File: src/rtl/merlin_imem_responder.sv
// merlin_imem_responder: in-order instruction-bus responder in front of a synchronous SRAM.
// Define MERLIN_IMEM_HPL_CHECK_EN to fault fetches below C_MIN_HPL.
module merlin_imem_responder #(
  parameter int RV_XLEN = 32,
  parameter int RV_XLEN_X = 5,
  parameter logic [RV_XLEN-1:0] C_ADDR_BASE = {RV_XLEN{1'b0}},
  parameter int C_MEM_DEPTH_X = 12,
  parameter int C_RSP_FIFO_DEPTH_X = 2,
  parameter logic [1:0] C_MIN_HPL = 2'd0
) (
  input  logic                     clk_i,
  input  logic                     reset_i,
  input  logic                     clk_en_i,
  output logic                     ireqready_o,
  input  logic                     ireqvalid_i,
  input  logic [1:0]               ireqhpl_i,
  input  logic [RV_XLEN-1:0]       ireqaddr_i,
  input  logic                     irspready_i,
  output logic                     irspvalid_o,
  output logic                     irsprerr_o,
  output logic [RV_XLEN-1:0]       irspdata_o,
  output logic                     sram_rd_o,
  output logic [C_MEM_DEPTH_X-1:0] sram_addr_o,
  input  logic [RV_XLEN-1:0]       sram_rdata_i,
  output logic [7:0]               err_cnt_o
);
  localparam int DX = C_RSP_FIFO_DEPTH_X;
  localparam int DEPTH = 1 << DX;
  localparam logic [DX+1:0] L_DEPTH = (DX+2)'(DEPTH);
  logic [RV_XLEN:0]              w_sub;
  logic [RV_XLEN-RV_XLEN_X+2:0]  w_off;
  logic                          w_hpl_err, w_err, w_acc, w_push, w_pop;
  logic [DX+1:0]                 w_used;
  logic                          w_unused_lsb;
  logic                          r_s1_vld, r_s1_err;
  logic [DX:0]                   r_lvl;
  logic [DX-1:0]                 r_wp, r_rp;
  logic [7:0]                    r_err_cnt;
  logic                          r_ferr  [DEPTH];
  logic [RV_XLEN-1:0]            r_fdata [DEPTH];

`ifdef MERLIN_IMEM_HPL_CHECK_EN
  assign w_hpl_err = ireqhpl_i < C_MIN_HPL;
`else
  logic w_unused_hpl;
  assign w_hpl_err = 1'b0;
  assign w_unused_hpl = ^{ireqhpl_i, C_MIN_HPL};
`endif

  // Extra top bit of the subtraction is the borrow for addresses below the window.
  assign w_sub = {1'b0, ireqaddr_i} - {1'b0, C_ADDR_BASE};
  assign w_off = w_sub[RV_XLEN-1:RV_XLEN_X-3];
  assign w_unused_lsb = ^w_sub[RV_XLEN_X-4:0];
  assign w_err = w_sub[RV_XLEN] | ((w_off >> C_MEM_DEPTH_X) != '0) | w_hpl_err;
  assign w_acc = ireqvalid_i & ireqready_o & clk_en_i;
  assign sram_rd_o = w_acc & ~w_err;
  assign sram_addr_o = w_off[C_MEM_DEPTH_X-1:0];

  // Credits cover both the FIFO and the request still waiting on SRAM data.
  assign w_used = {1'b0, r_lvl} + (DX+2)'(r_s1_vld);
  assign ireqready_o = (w_used < L_DEPTH) & ~reset_i;
  assign irspvalid_o = r_lvl != '0;
  assign w_push = clk_en_i & r_s1_vld;
  assign w_pop = clk_en_i & irspvalid_o & irspready_i;
  assign irsprerr_o = irspvalid_o & r_ferr[r_rp];
  assign irspdata_o = irspvalid_o ? r_fdata[r_rp] : '0;
  assign err_cnt_o = r_err_cnt;

  always_ff @(posedge clk_i or posedge reset_i) begin
    if (reset_i) begin
      r_s1_vld <= 1'b0;
      r_s1_err <= 1'b0;
      r_lvl <= '0;
      r_wp <= '0;
      r_rp <= '0;
      r_err_cnt <= '0;
    end else if (clk_en_i) begin
      r_s1_vld <= w_acc;
      r_s1_err <= w_err;
      r_wp <= r_wp + DX'(w_push);
      r_rp <= r_rp + DX'(w_pop);
      r_lvl <= r_lvl + (DX+1)'(w_push) - (DX+1)'(w_pop);
      if (w_pop & irsprerr_o & ~&r_err_cnt) r_err_cnt <= r_err_cnt + 8'd1;
    end
  end

  always_ff @(posedge clk_i) begin
    if (w_push) begin
      r_ferr[r_wp] <= r_s1_err;
      r_fdata[r_wp] <= r_s1_err ? '0 : sram_rdata_i;
    end
  end
endmodule
File: config.mk
export PLATFORM = sky130hd
export DESIGN_NAME = merlin_imem_responder
export DESIGN_NICKNAME = d
export VERILOG_FILES = /design/src/rtl/merlin_imem_responder.sv
export SDC_FILE = /design/constraint.sdc
export NUM_CORES = 1
export LEC_CHECK = 0
export CAP_MARGIN = 5
export CORE_ASPECT_RATIO = 0.8
export CORE_MARGIN = 5
export CORE_UTILIZATION = 30
export CTS_CLUSTER_SIZE = 20
export DETAILED_ROUTE_END_ITERATION = 10
export HOLD_SLACK_MARGIN = 0.1
export SLEW_MARGIN = 20
export SYNTH_ARGS = -nofsm -noshare
export SYNTH_HDL_FRONTEND = slang
export SYNTH_SLANG_ARGS = --single-unit
File: constraint.sdc
create_clock -name clk_i -period 3.7 [get_ports clk_i]
set_input_delay 0.74 -clock clk_i [delete_from_list [all_inputs] [get_ports clk_i]]
set_output_delay 0.74 -clock clk_i [all_outputs]
set_load 0.01 [all_outputs]
* After elaboration in Yosys (flattened, before gate mapping)
Memory sizes are Yosys's and may differ from the RTL's. Index checks and enable logic that the tools add are counted.
Operators by class: muxes and demuxes 4, reduce and logical (&&, ||, !) cells 5, bitwise operators 12, order comparisons 1, $add $sub $neg 6
Operators with widths (count):
- 32-bit 2-to-1 mux | 2
- 30-bit nonzero test | 1
- 1-bit AND | 10
- 8-bit by 1-bit adder with 8-bit output (second input constant) | 1
- 8-bit AND reduction | 1
- 2-bit by 1-bit adder with 2-bit output | 2
- 3-bit by 1-bit adder with 4-bit output | 1
- 4-bit by 3-bit < comparator with 1-bit output (second input constant) | 1
- 3-bit by 1-bit adder with 3-bit output | 1
- 3-bit nonzero test | 1
- 3-bit by 1-bit subtractor with 3-bit output | 1
- 1-bit 2-to-1 mux | 2
- 1-bit inverter | 2
- 2-bit AND reduction | 1
- 1-bit logical NOT | 1
Word-level totals: output and inout bits 56, bits of input ports 71, memory bits (writable) 132, memories 2, bits in registers 17
Memory list:
- r_fdata | words 4, bits a word 32, read ports 1, clocked after memory_dff 0, write ports 1, line 40 | logic [RV_XLEN-1:0] r_fdata [DEPTH];
- r_ferr | words 4, bits a word 1, read ports 1, clocked after memory_dff 0, write ports 1, line 39 | logic r_ferr [DEPTH];

* Depth between registers and ports, before layout
depth after elaboration 6, gate-level depth with buffers 8, gate-level depth less buffers 8

* Worst setup path after synthesis
Ideal clock, no wire load.
path type input port to flip-flop, start input clk_en_i, end memory r_fdata[2][0] (enable), data arrival time 3.304 ns, setup time 0.471 ns, path slack -0.076 ns, stages on the path 2, path through nand2_1 nor3b_1
Between the ends: cells in the longest elaborated chain, start to end 3
RTL lines:
- start, declared | line 13 | input logic clk_en_i,
- 1-bit AND | line 63 | assign w_push = clk_en_i & r_s1_vld;
- 1-bit 2-to-1 mux | line 88 | if (w_push) begin
- 1-bit 2-to-1 mux | line 90 | r_fdata[r_wp] <= r_s1_err ? '0 : sram_rdata_i;
- end, declared | line 40
Every way passes these cells.

* Worst setup path after layout
start register r_rp[0], end output irspdata_o[31]
Between the ends: cells in the longest elaborated chain, start to end 2
RTL lines:
- start, declared | line 37 | logic [DX-1:0] r_wp, r_rp;
- start signal, assigned | line 81 | r_rp <= r_rp + DX'(w_pop);
- memory 4 x 32 bit
- 32-bit 2-to-1 mux | line 66 | assign irspdata_o = irspvalid_o ? r_fdata[r_rp] : '0;
- end, declared | line 21 | output logic [RV_XLEN-1:0] irspdata_o,
Every way passes these cells.

==> run metrics <==
outcome finished, final reports clean; worst-case vdd ir drop 0.000304 V; Post-CTS Resized 0; # Post-CTS Setup Buffers 0; Die W ~170 um; unrepaired setup endpoints after global routing false; GRT Overall Usage 11.5%; Hold Crit Class reg2reg; Leak roughly 2.7 nW; Hold Crit Start err_cnt_o[5]; root buffer cell clkbuf_16; Tot Pwr about 5.4 mW; Iteration-0 DRC Markers 186; Avg Inst Size Synth about 18 sq um; post-synth cell types 33; CTS Buffer Depth 2; via density per instance between 4 and 5; worst-case reg-to-reg path depth 8; Synth Instances around 340; Setup violations, final 0; number of flops mapped to enable cells by yosys between 100 and 150; worst r2r dst r_lvl[2]; grt met2 use between 10% and 20%; I/O Buffers 98; power per cell area 674 nW/um^2; Worst Setup Path Type reg2out; Critical Path Source Type flop; Syn Nets 420; largest net degree at the start of global routing 38; Routed Antenna Nets 0; antenna violations before repair 0; final hold viol count 0; Slew Limit Fails 0; num rows 47; post-DR wirelength/cell approximately 18 um; clk sinks between 100 and 150; IO Pins 127; global route hottest layer met2; maxcap violations 0; n_diodes 0; grt ovf 0; nets approximately 520; Rel. slew slack between 40% and 50%; routability cong. 0.694; minimum clock period roughly 3300 ps; cts hold-fix bufs 0; Die Y 139 um; maximum clock frequency roughly 300 MHz; Clk Latency, worst-skew pair between 400 and 500 ps; CTS tree built; Placed Cells around 700; Yosys warning count 0; Period Utilization, post-route between 90% and 100%; core box area between 20000 and 25000 sq um; arrival time at the worst endpoint between 2000 and 3000 ps; post-synthesis cell area 6200 sq um; clock slew at reported path FFs about 70 ps; DPL Wire Length 8300 um; drt drc 0; htree depth 4; Post-synth ARST share a little under an eighth; vias in the first global route 3757; #FFs+latches synth around 150; Worst Tran Pin Value slightly above 800 ps; fin cells between 700 and 800; met1 Usage GRT between 10 and 15%; via count 3251; layout cell share with drive strength beyond 1 19.8%; Worst Path Max Fanout 13; WHS Path Cells 1; Worst R2R Setup Slack roughly 1400 ps; M3 GR Usage between 4 and 5%; first-pass GRT wire length between 20000 and 25000 um; WHS Endpoint err_cnt_o[5]; Area Growth Syn to Fin 30.4%; post-route clock skew 9.78 ps; die area 23700 sq um; Worst EP required about 3000 ps; setup total negative slack 0 ps; Top FF cell, synth edfxtp_1; r2r startpoint r_lvl[1]; starting density of the core between 30% and 40%; register area share after synthesis slightly above 70%; endpoint class of the critical path output pin; CTS buffer count 17; drt pass-1 iters 4; Routed WL ~13000 um
## per-stage QoR
| stage | setup slack [ps] | cell area (sq um) | util [%] | hold WS (ps) |
|---|---|---|---|---|
| 3_5_place_dp | 378 | 7510 | 36.6 | 494 |
| 4_1_cts | 296 | 8080 | 39.4 | 505 |
| 3_3_place_gp | 362 | 7510 | 36.6 | 488 |
| 2_1_floorplan | -75.6 | 6200 | - | 493 |
| 6_report | 358 | 8080 | 39.4 | 498 |
| 5_1_grt | 201 | 8080 | 39.4 | 514 |
## worst max-delay path, cell delays in order, from the launching register on
cell and delay (ps):
dfrtp_2 580, buf_4 370, mux4_2 550, nor2b_1 170
clkdlybuf4s50_1 500
## Yosys cell counts, types with 5 or more instances
| master | instances | area [sq um] |
|---|---|---|
| inv_1 | 7 | 26.3 |
| ha_1 | 5 | 62.6 |
| edfxtp_1 | 132 | 3960 |
| clkbuf_1 | 8 | 30.0 |
| nor2_1 | 8 | 30.0 |
| dfrtp_1 | 17 | 425 |
| xor2_1 | 7 | 61.3 |
| nand2_1 | 8 | 30.0 |
| nor2b_1 | 66 | 413 |
| buf_4 | 12 | 90.1 |
| mux4_2 | 33 | 743 |
## kinds of logic (layout without fill, tap and decap cells)
family / Yosys count / count (layout) / synth area share (%)
AND/OR/NAND/NOR: 100 / 100 / 9.73
multiplexers: 36 / 36 / 12.5
buffers and inverters: 34 / 151 / 2.99
adder cells (fa/ha/maj): 6 / 6 / 1.33
XOR/XNOR: 11 / 11 / 1.55
AO/OA/AOI/OAI: 7 / 7 / 1.09
flip-flops: 149 / 149 / 70.8
## final cells by class
cell class              instances  area (sq um)
fillers                      1906         12400
flip-flops and latches        149          4390
multi-input cells             160          1650
repair buffers                112          1110
clock buffers                  17           425
well taps                     269           337
clock inverters                15           145
inverters                       7          26.3
## state kept, by name, indices dropped and copies added (netlist names)
signal     count
r_ferr         4
err_cnt_o      8
r_fdata      128
r_lvl          3
r_rp           2
r_s1_vld       1
r_wp           2
r_s1_err       1
## where the power goes
group / switching (mW) / leakage, nW / internal (mW)
clock network: 0.717 / 0.273 / 0.942
registers: 0.180 / 1.43 / 1.92
logic: 0.661 / 1.05 / 1.03
total: 1.56 / 2.75 / 3.89
## worst max path at each step
| stage | from | end | slack [ps] | depth (start not counted) |
|---|---|---|---|---|
| after floorplan | clk_en_i | r_fdata[2][0] | -80 | 2 |
| after global routing | r_rp[0] | irspdata_o[31] | 200 | 4 |
| after detailed placement | ireqaddr_i[25] | sram_rd_o | 380 | 6 |
| final | r_rp[0] | irspdata_o[31] | 360 | 4 |
| after global placement | clk_en_i | sram_rd_o | 360 | 6 |
| after CTS | r_rp[0] | irspdata_o[31] | 300 | 4 |
## layout by cell type, fill, tap and decap left out, types with 2 or more instances in the layout
cell type	netlist	final
xnor2_1	4	4
nor2_1	8	8
mux4_2	33	33
clkbuf_16	0	17
inv_6	0	5
inv_8	0	2
nand4_1	2	2
clkinvlp_4	0	3
a21oi_1	2	2
ha_1	5	5
buf_4	12	12
nand2_1	8	8
edfxtp_1	132	132
dfrtp_1	17	14
nor3_2	0	2
buf_12	0	2
nor3_1	4	2
dfrtp_2	0	3
xor2_1	7	7
clkinv_4	0	2
nor2b_1	66	66
nor3b_2	0	2
clkdlybuf4s50_1	0	98
mux2_2	2	2
nor4_1	4	4
inv_1	7	7
## layer usage
| metal | routed length (um) | vias to the layer above |
|---|---|---|
| li1 | - | 1501 |
| met1 | 5710 | 1643 |
| met2 | 6340 | 89 |
| met3 | 765 | 18 |
| met4 | 150 | 0 |
| met5 | 0 | - |
Note: power is estimated with default switching activity, not from simulation.
